--- config.mk ---
export PLATFORM = sky130hd
export DESIGN_NAME = text_blitter
export DESIGN_NICKNAME = d
export VERILOG_FILES = /design/src/rtl/text_blitter.sv
export SDC_FILE = /design/constraint.sdc
export NUM_CORES = 1
export LEC_CHECK = 0
export ABC_AREA = 1
export CORE_ASPECT_RATIO = 1.75
export CORE_UTILIZATION = 45
export DETAILED_ROUTE_END_ITERATION = 6
export PLACE_DENSITY_LB_ADDON = 0.1
export SYNTH_ARGS = -nofsm -noshare
export SYNTH_HDL_FRONTEND = slang
export SYNTH_SLANG_ARGS = --single-unit
--- constraint.sdc ---
create_clock -name CLK25 -period 2.75 [get_ports CLK25]
set_clock_uncertainty 0.2 [all_clocks]
set_input_delay 0.55 -clock CLK25 [delete_from_list [all_inputs] [get_ports CLK25]]
set_output_delay 0.55 -clock CLK25 [all_outputs]
set_load 0.1 [all_outputs]
--- src/rtl/text_blitter.sv ---
// text_blitter: clear / scroll / fill engine for the 80x25 text-mode VRAM.
// One command at a time over valid/ready; every engine access is voided in
// any cycle the CPU claims the shared VRAM port (cpu_req), and retried.
module text_blitter #(
  parameter int COLS = 80,
  parameter int ROWS = 25
) (
  input  logic        CLK25,
  input  logic        RESET_N,
  input  logic        cmd_valid,
  output logic        cmd_ready,
  input  logic [1:0]  cmd_op,
  input  logic [4:0]  cmd_line,
  input  logic [7:0]  cmd_char,
  input  logic [7:0]  cmd_attr,
  output logic        busy,
  output logic        done,
  input  logic        cpu_req,
  output logic [11:0] vram_address,
  output logic [7:0]  vram_wdata,
  output logic        vram_we,
  input  logic [7:0]  vram_rdata
);

  localparam logic [11:0] LINE_BYTES   = 12'(2 * COLS);
  localparam logic [11:0] SCREEN_LAST  = 12'(2 * COLS * ROWS - 1);
  localparam logic [11:0] SCROLL_LAST  = 12'(2 * COLS * (ROWS - 1) - 1);
  localparam logic [4:0]  ROW_LIMIT    = 5'(ROWS);

  localparam logic [2:0] S_IDLE = 3'd0;
  localparam logic [2:0] S_FILL = 3'd1;
  localparam logic [2:0] S_RD   = 3'd2;
  localparam logic [2:0] S_WR   = 3'd3;
  localparam logic [2:0] S_DONE = 3'd4;

  localparam logic [1:0] OP_CLEAR  = 2'd0;
  localparam logic [1:0] OP_SCROLL = 2'd1;
  localparam logic [1:0] OP_FILL   = 2'd2;

  logic [2:0]  state;
  logic [11:0] idx;        // byte address currently being written
  logic [11:0] last_idx;   // final byte of the current fill phase
  logic [7:0]  fill_char;
  logic [7:0]  fill_attr;
  logic [7:0]  hold;       // byte copied from the row below, kept across WR stalls
  logic        wr_first;   // first WR cycle after a read: vram_rdata is live

  // 160*line computed as line*128 + line*32
  logic [11:0] line_base;
  assign line_base = {cmd_line, 7'b0} + {2'b0, cmd_line, 5'b0};

  // Control FSM, byte counter and latched command fields
  // NOTE: sequential state uses non-blocking assignments so every register
  // samples pre-edge values regardless of statement order.
  always_ff @(posedge CLK25 or negedge RESET_N) begin
    if (!RESET_N) begin
      state     <= S_IDLE;
      idx       <= '0;
      last_idx  <= '0;
      fill_char <= '0;
      fill_attr <= '0;
      hold      <= '0;
      wr_first  <= 1'b0;
    end else begin
      case (state)
        S_IDLE: begin
          if (cmd_valid) begin
            fill_char <= cmd_char;
            fill_attr <= cmd_attr;
            wr_first  <= 1'b0;
            case (cmd_op)
              OP_CLEAR: begin
                state    <= S_FILL;
                idx      <= '0;
                last_idx <= SCREEN_LAST;
              end
              OP_SCROLL: begin
                state    <= S_RD;
                idx      <= '0;
                last_idx <= SCREEN_LAST;
              end
              OP_FILL: begin
                if (cmd_line < ROW_LIMIT) begin
                  state    <= S_FILL;
                  idx      <= line_base;
                  last_idx <= line_base + (LINE_BYTES - 12'd1);
                end else begin
                  state <= S_DONE;
                end
              end
              default: state <= S_DONE;
            endcase
          end
        end
        S_FILL: begin
          if (!cpu_req) begin
            if (idx == last_idx) state <= S_DONE;
            else                 idx   <= idx + 12'd1;
          end
        end
        S_RD: begin
          if (!cpu_req) begin
            state    <= S_WR;
            wr_first <= 1'b1;
          end
        end
        S_WR: begin
          // Read data is only live on the first WR cycle; capture it even if
          // the write itself is stalled.
          if (wr_first) begin
            hold     <= vram_rdata;
            wr_first <= 1'b0;
          end
          if (!cpu_req) begin
            idx   <= idx + 12'd1;
            state <= (idx == SCROLL_LAST) ? S_FILL : S_RD;
          end
        end
        S_DONE:  state <= S_IDLE;
        default: state <= S_IDLE;
      endcase
    end
  end

  // Handshake and status flags
  always_comb begin
    cmd_ready = (state == S_IDLE);
    busy      = (state != S_IDLE);
    done      = (state == S_DONE);
  end

  // VRAM port drive; the engine never writes in a cycle the CPU owns the port
  // NOTE: every output gets a default first so no path leaves a latch.
  always_comb begin
    vram_address = '0;
    vram_wdata   = '0;
    vram_we      = 1'b0;
    case (state)
      S_FILL: begin
        vram_address = idx;
        vram_wdata   = idx[0] ? fill_attr : fill_char;
        vram_we      = !cpu_req;
      end
      S_RD: begin
        vram_address = idx + LINE_BYTES;
      end
      S_WR: begin
        vram_address = idx;
        vram_wdata   = wr_first ? vram_rdata : hold;
        vram_we      = !cpu_req;
      end
      default: ;
    endcase
  end

endmodule

-- Yosys cells after proc, flatten, opt, wreduce, memory -nomap -nowiden
Index checks and enable logic that the tools add are counted.
- register bits after elaboration: 52
- latch bits: 0
- RAM bits: 0
- ROM bits: 0
- output and inout port bits: 24
- logic and storage cells: 69
- memories kept: 0
- add/subtract/negate cells: 4
- multiply operators: 0
- divide/modulo/power cells: 0
- $lt $le $gt $ge: 1
- equality and inequality tests: 17
- shift operators: 0
- multiplexer cells: 26
- bitwise logic cells: 0
- reduce and logical (&&, ||, !) cells: 14
- operator list (cell ; number):
    $mux 12 ; 6
    $pmux 12 s2 ; 3
    $pmux 12 s3 ; 1
    $add 12x8->12 const B ; 2
    $mux 3 ; 6
    $mux 8 ; 2
    $pmux 8 s2 ; 1
    $ne 2x2->1 const B ; 7
    $add 12x1->12 const B ; 1
    $add 12x10->12 ; 1
    $eq 12x12->1 ; 1
    $eq 12x12->1 const B ; 1
    $pmux 3 s4 ; 1
    $pmux 3 s3 ; 1
    $reduce_bool 3->1 ; 3
    $reduce_and 7->1 ; 1
    $eq 3x2->1 const B ; 2
    $lt 5x5->1 const B ; 1
    $reduce_and 5->1 ; 1
    $reduce_and 4->1 ; 1
    $reduce_or 2->1 ; 2
    $eq 3x1->1 const B ; 1
    $eq 3x3->1 const B ; 1
    $logic_not 3->1 ; 1
    12 further kinds ; 14

-- Logic depth before layout (Yosys ltp)
Gate-level depths: netlist of run 1.
- depth after elaboration: 5
- depth in mapped cells: 12
- depth with buffers taken out: 11

-- Least setup slack after synthesis of run 1
OpenSTA, ideal clock, no wires.
- path kind: register -> output
- start point: reg state[2]
- end point: out vram_wdata[0]
- arrival time: 3.229 ns
- data required time: 2.000 ns
- setup slack: -1.229 ns
- cell stages (with the launch flop): 7
- path through: dfrtp_1 -> inv_1 -> nand2_1 -> buf_6 -> nor2_2 -> inv_2 -> o31ai_1
- cells in the longest elaborated chain, start to end: 2
- elaborated cells on any way between the ends: 3
- classes of those cells: eq/ne: 2; mux: 1
- RTL lines (what ; RTL line ; RTL):
    from (decl) ; 40 ; logic [2:0] state;
    from (signal assigned) ; 116 ; state <= (idx == SCROLL_LAST) ? S_FILL : S_RD;
    $eq 3x2->1 or $eq 3x1->1 (tied branches) ; 138 ; case (state)
    $pmux 8 s2 * ; 138 ;
    to (decl) ; 20 ; output logic [7:0] vram_wdata,
Every way passes the cells marked *; elsewhere a longest branch is shown, timed or not.

-- Worst setup path in the final report of run 1
- start point: reg state[2]
- end point: out vram_wdata[4]
The elaborated chain is that of the path after synthesis.

==> run_results.csv, run 1 <==
group,metric,value,unit
yosys,netlist_area,3236,um2
floorplanning,die_h,114.2,um
finish,diodes,0,
yosys,synth_edf_count,0,
detailed_routing,vias_per_cell,5.215,
timing,post-route-min-period,2.639,ns
pwr,p_seq_share,24.8,%
setup_path,r2r_start,"idx[0]",
setup_path,critPathLaunchType,"flop",
pwr,switching_share,50.49,%
yosys,ys.flop_type,"dfrtp_1",
global_route,grtUsageTotal,26.09,%
clocking,cts_tree,"built",
floorplanning,ios,59,
global_route,antenna_found_initial,0,
timing,slew_headroom,50.87,%
detailed_routing,wl_per_cell,14.63,um
pwr,clkPwrFrac,14.4,%
global_route,grt_pass1_vias,3294,
finish,fin_cells,606,
floorplanning,initial_utilization,46.85,%
floorplanning,die-area,7547,um2
pwr,p_int,2.502,mW
detailed_routing,ant_nets,0,
finish,area_growth,39.71,%
pwr,power_leakage,2.119,nW
pwr,peakVddDrop,0.4777,mV
pwr,p_comb_share,60.8,%
detailed_routing,vias,3160,
global_route,grt_max_degree,20,
pwr,power_density,1118,nW/um2
setup_path,worst_ep_required_time,2.00,ns
min_path,hold_class,"primary input to async pin",
timing,clock.fmax,0.3789,GHz
yosys,syn_nets,495,
place,dpl.hpwl,7124,um
detailed_routing,routed_wl,8868,um
clocking,ctsLongestPathBuffers,2,
clocking,cts_root_buf,"clkbuf_16",
global_route,grt.overflow.total,0,
detailed_routing,drc,0,
yosys,yosysWarningCount,0,
timing,tightestPinTransition,0.7313,ns
detailed_routing,drtIter0Drc,130,
finish,drive_gt1_share,21.07,%
timing,hold_violations,0,
clocking,cts_max_level,2,
setup_path,worstSetupStartpoint,"state[2]",
place,post-place-ws,0.06117,ns
yosys,synth-seq-area-share,37.12,%
yosys,postSynthAreaPerCell,7.143,um2
floorplanning,core_area,6907,um2
place,portBuffers,58,
timing,worst_slack,0.1111,ns
clocking,cts.sinks,48,
place,placedCellCount,598,
pwr,power.total,5.055,mW
detailed_routing,drtPass1Iterations,4,
place,gp_congestion,0.9314,
setup_path,path_class,"flop to primary output",
setup_path,worst-r2r-cell-count,9,
yosys,synthArstFlopShare,100.0,%
finish,fin_nets,563,
clocking,cts_resized,1,
setup_path,crit_arrival,1.89,ns
clocking,cts_setup_buffers,0,
timing,slew_violations,0,
flow_run,maxCapViolations,0,
yosys,ys_seq_elements,48,
setup_path,crit_path_end_kind,"primary output",
floorplanning,fp.dieW,66.10,um
pwr,p_sw,2.552,mW
floorplanning,std_cell_rows,40,
clocking,cts-hold-fix-buffers,0,
clocking,cts_buffers,5,
setup_path,cp_max_fo,9,
clocking,path_clk_slew,0.07,ns
run_status,status,"finished clean",
timing,setup_violations,0,
timing,rsz0062_at_grt,"no",
global_route,grt_pass1_wl,14790,um
clocking,worst_skew_pair.late_latency,0.29,ns
yosys,postSynthCellCount,453,
yosys,synth_cell_type_count,38,
timing,finalCritPeriodShare,95.96,%
==> cells in the mapped netlist (all sizes together), types with 5 or more instances <==
library cell  number  share of area [%]
dfrtp             48                 37
o21ai             25                4.0
o31ai              8                1.9
nor3               5               0.77
mux2              16                5.6
o22ai              5               0.97
nand3             44                7.0
buf               10                2.1
nand2            133                 16
nor2              60                8.4
ha                 6                2.3
inv               59                6.8
a21oi              9                1.7
==> worst max-delay path, stage by stage (launching register included) <==
cell and delay (ns):
dfrtp_1 0.46, inv_1 0.12, nand2_2 0.14, nor2_2 0.19, inv_2 0.20, o31ai_4 0.27, buf_12 0.21
==> cell usage in the layout, fill, tap and decap left out, types with 8 or more instances in the layout <==
| cell type | Yosys | routed |
|---|---|---|
| nand2_1 | 129 | 128 |
| inv_1 | 51 | 51 |
| nor2_1 | 55 | 49 |
| dfrtp_1 | 48 | 48 |
| nand3_1 | 43 | 43 |
| clkdlybuf4s50_1 | 0 | 33 |
| o21ai_0 | 24 | 22 |
| buf_12 | 0 | 22 |
| buf_4 | 2 | 19 |
| mux2_2 | 16 | 16 |
| inv_2 | 8 | 8 |
| o31ai_4 | 0 | 8 |
==> sequential cells by signal, summed over array words and instances (netlist names) <==
| signal | count |
|---|---|
| idx | 12 |
| fill_attr | 8 |
| fill_char | 8 |
| hold | 8 |
| last_idx | 8 |
| state | 3 |
| wr_first | 1 |
==> metal layers <==
metal	track usage, %	vias to the layer above	part of all wire [%]
li1	-	1592	-
met1	24.70	1430	36
met2	49.93	105	54
met5	0	-	0
met3	3.884	33	4.4
met4	16.17	0	5.5
==> final cells by class <==
cell class | count | area [um2]
flip-flops and latches | 48 | 1201
inverters | 60 | 225.2
clock inverters | 2 | 38.79
clock buffers | 6 | 138.9
multi-input cells | 331 | 1893
fillers | 591 | 2386
well taps | 84 | 105.1
repair buffers | 75 | 918.4
==> cells by family after synthesis <==
| logic type | after synthesis | share of synthesized area (%) |
|---|---|---|
| multiplexers | 16 | 5.568 |
| flip-flops | 48 | 37.12 |
| AND/OR/NAND/NOR | 251 | 33.84 |
| buffers and inverters | 74 | 9.512 |
| AO/OA/AOI/OAI | 53 | 9.938 |
| adder cells (fa/ha/maj) | 7 | 2.939 |
| XOR/XNOR | 4 | 1.083 |
==> power by group through the flow <==
stage | registers (mW) | clock network [mW] | logic, mW
finish | 1.26 | 0.726 | 3.07
global route | 1.30 | 0.764 | 3.29
CTS | 1.25 | 0.738 | 3.08
detailed placement | 1.26 | 0 | 3.06
global placement | 1.25 | 0 | 3.02
floorplan | 1.15 | 0 | 2.27
==> through the flow <==
step | setup TNS, ns | hold WS [ns] | utilization (%) | area [um2]
after floorplan | -0.4499 | 0.05441 | - | 3382
after CTS | 0 | 0.02126 | 65.29 | 4509
after global placement | 0 | 0.2870 | 62.59 | 4323
final | 0 | 0.006449 | 65.45 | 4521
after global routing | 0 | 0.03409 | 65.45 | 4521
after detailed placement | 0 | 0.2937 | 62.59 | 4323
==> path summary, 6_finish.rpt <==
check | end | slack [ns]
max | vram_wdata[4] | 0.11
max reg2reg | state[1] | 0.56
min reg2reg | fill_attr[5] | 0.31
min in group CLK25 | fill_attr[5] | 0.31
max in group asynchronous | hold[5] | 1.74
min | idx[2] | 0.006
No activity file was read; power rests on OpenSTA's default activity.
==> run 2: changes to the inputs <==
--- a/config.mk
+++ b/config.mk
@@ -7,9 +7,11 @@
 export LEC_CHECK = 0
 export ABC_AREA = 1
 export CORE_ASPECT_RATIO = 1.75
+export CORE_MARGIN = 1.5
 export CORE_UTILIZATION = 45
 export DETAILED_ROUTE_END_ITERATION = 6
 export PLACE_DENSITY_LB_ADDON = 0.1
+export SLEW_MARGIN = 20
 export SYNTH_ARGS = -nofsm -noshare
 export SYNTH_HDL_FRONTEND = slang
 export SYNTH_SLANG_ARGS = --single-unit
==> run 2 against run 1 <==
  * Register-to-register slack worse by 0.02 ns
  * Power up 1.3%
  * Global-route usage down 0.58 points
  * Sequential share of layout area up 0.074 points
  * Critical path depth unchanged
  * Critical endpoint is now vram_address[5]
==> run_results.csv, run 2 (same netlist as run 1, synthesis figures left out) <==
group,metric,value,unit
setup_path,worstSetupStartpoint,"state[2]",
clocking,cts-hold-fix-buffers,0,
setup_path,crit_arrival,1.89,ns
finish,drive_gt1_share,20.46,%
floorplanning,fp.dieW,67.10,um
timing,slew_violations,0,
floorplanning,die-area,7728,um2
place,portBuffers,58,
finish,top_register,"idx",
finish,final_common_cell,"nand2_1",
clocking,cts_buffers,5,
floorplanning,core_area,6907,um2
detailed_routing,drc,0,
timing,finalCritPeriodShare,96.09,%
global_route,antenna_found_initial,0,
detailed_routing,routed_wl,9099,um
setup_path,crit_chain,"inv_1, nand2_2, buf_4, nor2_1, o21bai_2, buf_12",
setup_path,worst_ep_required_time,2.00,ns
place,post-place-ws,-0.03279,ns
flow_run,maxCapViolations,0,
detailed_routing,vias_per_cell,5.360,
pwr,power_density,1136,nW/um2
detailed_routing,ant_nets,0,
detailed_routing,drtIter0Drc,158,
timing,hold_violations,0,
timing,rsz0062_at_grt,"no",
finish,final_cell_mix,"128 x nand2_1, 51 x inv_1, 49 x nor2_1",
clocking,ctsLongestPathBuffers,2,
run_status,status,"finished clean",
pwr,power_leakage,2.110,nW
clocking,path_clk_slew,0.07,ns
global_route,grt_max_degree,26,
global_route,grtUsageTotal,25.51,%
finish,area_growth,39.33,%
finish,largest_register_ffs,12,
setup_path,path_class,"flop to primary output",
global_route,grt_pass1_vias,3383,
timing,worst_slack,0.1077,ns
min_path,hold_class,"primary input to async pin",
place,gp_congestion,0.9656,
timing,post-route-min-period,2.642,ns
timing,slew_headroom,54.24,%
finish,diodes,0,
finish,fillCellCount,645,
floorplanning,std_cell_rows,40,
setup_path,crit_slowest_cell,"dfrtp_1",
place,placed_cell_area,4300,um2
setup_path,crit_buf_inv,3,
floorplanning,initial_utilization,46.85,%
detailed_routing,drtPass1Iterations,4,
clocking,cts_max_level,2,
timing,setup_violations,0,
global_route,grt.overflow.total,0,
setup_path,cpPeakStageDelay,0.48,ns
setup_path,r2r_start,"idx[0]",
detailed_routing,wl_per_cell,15.11,um
setup_path,crit_family,"buffers and inverters",
setup_path,critPathLaunchType,"flop",
global_route,grt_pass1_wl,14890,um
clocking,cts_tree,"built",
detailed_routing,vias,3227,
timing,tightestPinTransition,0.6811,ns
place,dpl.hpwl,7188,um
finish,fin_nets,560,
setup_path,crit_path_end_kind,"primary output",
clocking,cts.sinks,48,
pwr,peakVddDrop,0.6350,mV
finish,finalInstanceArea,4508,um2
setup_path,cp_max_fo,14,
clocking,cts_root_buf,"clkbuf_16",
floorplanning,die_h,115.2,um
timing,clock.fmax,0.3785,GHz
floorplanning,ios,59,
clocking,worst_skew_pair.late_latency,0.29,ns
[run 2: changes by cell type in the layout (fill, tap and decap cells not counted), sizes merged]
cell	delta
buf	-3
bufinv	+1
clkbuf	-1
clkinv	-1
[run 2: cell type report]
type	count	area (um2)	share of cell area, %
repair buffers	72	895.9	19.87
well taps	84	105.1	2.331
clock inverters	2	60.06	1.332
multi-input cells	331	1893	41.99
inverters	60	227.7	5.051
clock buffers	5	125.1	2.775
flip-flops and latches	48	1201	26.64
[run 2: path summary, 6_finish.rpt]
kind | to | slack, ns | depth (start not counted)
max | vram_address[5] | 0.11 | 6
min | fill_attr[2] | 0.07 | 1
max reg2reg | state[1] | 0.54 | 9
min reg2reg | fill_char[5] | 0.31 | 1
max in group asynchronous | hold[5] | 1.72 | 2
min in group CLK25 | fill_char[5] | 0.31 | 1
[run 2: worst register-to-register path, cell delays in order, from the launching register on]
cell and delay [ns]:
dfrtp_1 0.47, buf_4 0.24, ha_1 0.19, nand2_1 0.09, nor2_1 0.33, nand4_1 0.20
o21ai_0 0.19, nand2_1 0.07, nand3_1 0.08, nand2_1 0.05
[run 2: what timing repair did]
item	4_1_cts	5_1_grt
buffers inserted	0	0
gates resized for setup	2	3
gates cloned	0	0
pin swaps	0	0
endpoints found under the hold margin	0	0
setup endpoints to repair	1	12
[run 2: power breakdown]
group / internal (mW) / switching [mW] / leakage [nW]
clock network: 0.516 / 0.269 / 0.0899
registers: 1.00 / 0.262 / 0.585
logic: 1.04 / 2.03 / 1.43
[run 2: layer usage]
metal | share of wire, % | vias to the layer above | wire length [um] | GRT usage, %
met5 | 0 | - | 0 | 0
met3 | 5.0 | 27 | 451 | 4.110
met2 | 56 | 103 | 5129 | 50.43
met4 | 4.0 | 0 | 360 | 14.01
li1 | - | 1588 | - | -
met1 | 35 | 1509 | 3159 | 23.16
[run 2: stage by stage]
stage | setup TNS (ns) | util (%) | hold WS, ns | instances | total power [mW]
4_1_cts | 0 | 65.11 | 0.08542 | 602 | 5.144
6_report | 0 | 65.27 | 0.07222 | 602 | 5.121
2_1_floorplan | -0.4499 | - | 0.05441 | 453 | 3.419
3_3_place_gp | 0 | 62.26 | 0.2878 | 595 | 4.259
5_1_grt | 0 | 65.27 | 0.1057 | 602 | 5.417
3_5_place_dp | -0.03279 | 62.26 | 0.2933 | 595 | 4.320
==> run 3: changes to the inputs <==
--- a/config.mk
+++ b/config.mk
@@ -10,7 +10,7 @@
 export CORE_MARGIN = 1.5
 export CORE_UTILIZATION = 45
 export DETAILED_ROUTE_END_ITERATION = 6
-export PLACE_DENSITY_LB_ADDON = 0.1
+export PLACE_DENSITY = 0.81
 export SLEW_MARGIN = 20
 export SYNTH_ARGS = -nofsm -noshare
 export SYNTH_HDL_FRONTEND = slang
==> run 3 against run 2 <==
  * Worst hold slack lost 0.0010 ns
  * Clock power down 6.5%
  * Setup slack worse by 0.024 ns
  * Critical path depth is the same
  * Power shrank 1.4%
  * Non-clock buffer count decreased by 4
  * Register-to-register slack worse by 0.09 ns
  * Final area down 0.97%
  * Critical path type unchanged
==> run_results.csv, run 3 (same netlist as run 1, synthesis figures left out) <==
group,metric,value,unit
finish,final_common_cell,"nand2_1",
floorplanning,ios,59,
finish,fin_nets,556,
detailed_routing,drtPass1Iterations,5,
setup_path,cp_max_fo,16,
global_route,antenna_found_initial,0,
timing,clock.fmax,0.3750,GHz
finish,final_cell_mix,"129 x nand2_1, 51 x inv_1, 49 x nor2_1",
clocking,cts_buffers,5,
pwr,p_sw,2.567,mW
timing,tightestPinTransition,0.6555,ns
detailed_routing,drtIter0Drc,200,
global_route,grtUsageTotal,25.11,%
pwr,p_comb_share,60.0,%
pwr,power_density,1131,nW/um2
clocking,path_clk_slew,0.07,ns
global_route,gr-usage-met3,4.305,%
clocking,cts-hold-fix-buffers,0,
finish,area_growth,37.97,%
detailed_routing,vias_per_cell,5.429,
detailed_routing,ant_nets,0,
clocking,cts_max_level,2,
detailed_routing,vias,3252,
setup_path,crit_arrival,1.92,ns
setup_path,worst-r2r-cell-count,10,
pwr,p_seq_share,25.4,%
global_route,grt_pass1_wl,14740,um
finish,drive_gt1_share,20.00,%
clocking,worst_skew_pair.late_latency,0.29,ns
floorplanning,fp.dieW,67.10,um
setup_path,r2r_setup_slack,0.45,ns
setup_path,crit_path_end_kind,"primary output",
setup_path,path_class,"flop to primary output",
finish,top_register,"idx",
global_route,grt_pass1_vias,3409,
global_route,grtUsageMet1,24.34,%
setup_path,r2r_start,"idx[7]",
place,post-place-ws,0.01237,ns
min_path,hold_class,"primary input to async pin",
setup_path,critPathLaunchType,"flop",
pwr,peakVddDrop,0.5081,mV
clocking,cts_root_buf,"clkbuf_16",
pwr,switching_share,50.84,%
global_route,gr-max-usage-layer,"met2",
pwr,power_leakage,2.085,nW
place,dpl.hpwl,7081,um
timing,slew_violations,0,
setup_path,worst_ep_required_time,2.00,ns
pwr,clkPwrFrac,14.5,%
detailed_routing,drc,0,
floorplanning,std_cell_rows,40,
place,placed_cell_area,4270,um2
global_route,grt_max_degree,26,
place,portBuffers,58,
clocking,ctsLongestPathBuffers,2,
timing,post-route-min-period,2.667,ns
pwr,p_int,2.482,mW
floorplanning,core_area,6907,um2
floorplanning,die_h,115.2,um
run_status,status,"finished clean",
finish,largest_register_ffs,12,
global_route,grt.met2_usage,47.92,%
clocking,cts_tree,"built",
clocking,cts.sinks,48,
timing,slew_headroom,55.97,%
floorplanning,initial_utilization,46.85,%
flow_run,maxCapViolations,0,
timing,rsz0062_at_grt,"no",
setup_path,r2r_end,"idx[3]",
finish,diodes,0,
detailed_routing,routed_wl,8982,um
timing,worst_slack,0.08347,ns
timing,hold_violations,0,
floorplanning,die-area,7728,um2
global_route,grt.overflow.total,0,
place,gp_congestion,0.9001,
detailed_routing,wl_per_cell,14.99,um
finish,finalInstanceArea,4464,um2
timing,setup_violations,0,
timing,finalCritPeriodShare,96.96,%
-- run 3: cell count changes in the layout (fill, tap and decap cells not counted), sizes merged --
cell | before | now
clkinv | 1 | 2
buf | 39 | 35
clkbuf | 5 | 6
bufinv | 2 | 1
-- run 3: cell type report --
cell class                      instances  area (um2)
Clock buffer                            6       138.9
Sequential cell                        48        1202
Tap cell                               84       105.1
Multi-Input combinational cell        331        1886
Inverter                               60       227.7
Clock inverter                          2       38.79
Timing Repair Buffer                   68       865.8
Fill cell                             556        2442
-- run 3: worst max-delay path by stage --
| stage | from | endpoint | depth (start not counted) |
|---|---|---|---|
| 2_1_floorplan | state[2] | vram_wdata[0] | 6 |
| 3_3_place_gp | cmd_line[0] | last_idx[11] | 11 |
| 3_5_place_dp | cmd_line[0] | last_idx[11] | 11 |
| 4_1_cts | state[2] | vram_wdata[0] | 6 |
| 5_1_grt | idx[6] | vram_address[11] | 7 |
| 6_report | state[2] | vram_address[5] | 6 |
-- run 3: metrics by stage --
| step | std cells | TNS (ns) | hold WS [ns] | power (mW) | utilization, % |
|---|---|---|---|---|---|
| 3_5_place_dp | 591 | 0 | 0.2941 | 4.300 | 61.83 |
| 6_report | 599 | 0 | 0.07120 | 5.049 | 64.64 |
| 4_1_cts | 599 | 0 | 0.09349 | 5.042 | 64.46 |
| 2_1_floorplan | 453 | -0.4499 | 0.05441 | 3.419 | - |
| 3_3_place_gp | 591 | 0 | 0.2875 | 4.212 | 61.83 |
| 5_1_grt | 599 | 0 | 0.1226 | 5.323 | 64.64 |
-- run 3: layer usage --
metal	up-vias	wire, um
met5	-	0
met4	0	382
met3	32	441
met2	125	4936
met1	1523	3221
li1	1572	-
-- run 3: power groups by stage --
stage	combinational (mW)	clock [mW]	sequential (mW)
5_1_grt	3.24	0.763	1.32
4_1_cts	3.03	0.739	1.27
3_5_place_dp	3.01	0	1.29
6_report	3.03	0.734	1.28
2_1_floorplan	2.27	0	1.15
3_3_place_gp	2.95	0	1.27
-- run 3: what timing repair did --
action / CTS / global route
gates resized for setup: 1 / 4
setup endpoints to repair: 2 / 9
setup buffers: 0 / 0
-- run 3: worst max-delay path: stages (launching register included) --
cell,delay [ns]
dfrtp_1,0.47
inv_1,0.10
nand2_1,0.22
buf_4,0.31
nor2_1,0.11
o21bai_2,0.23
buf_12,0.18
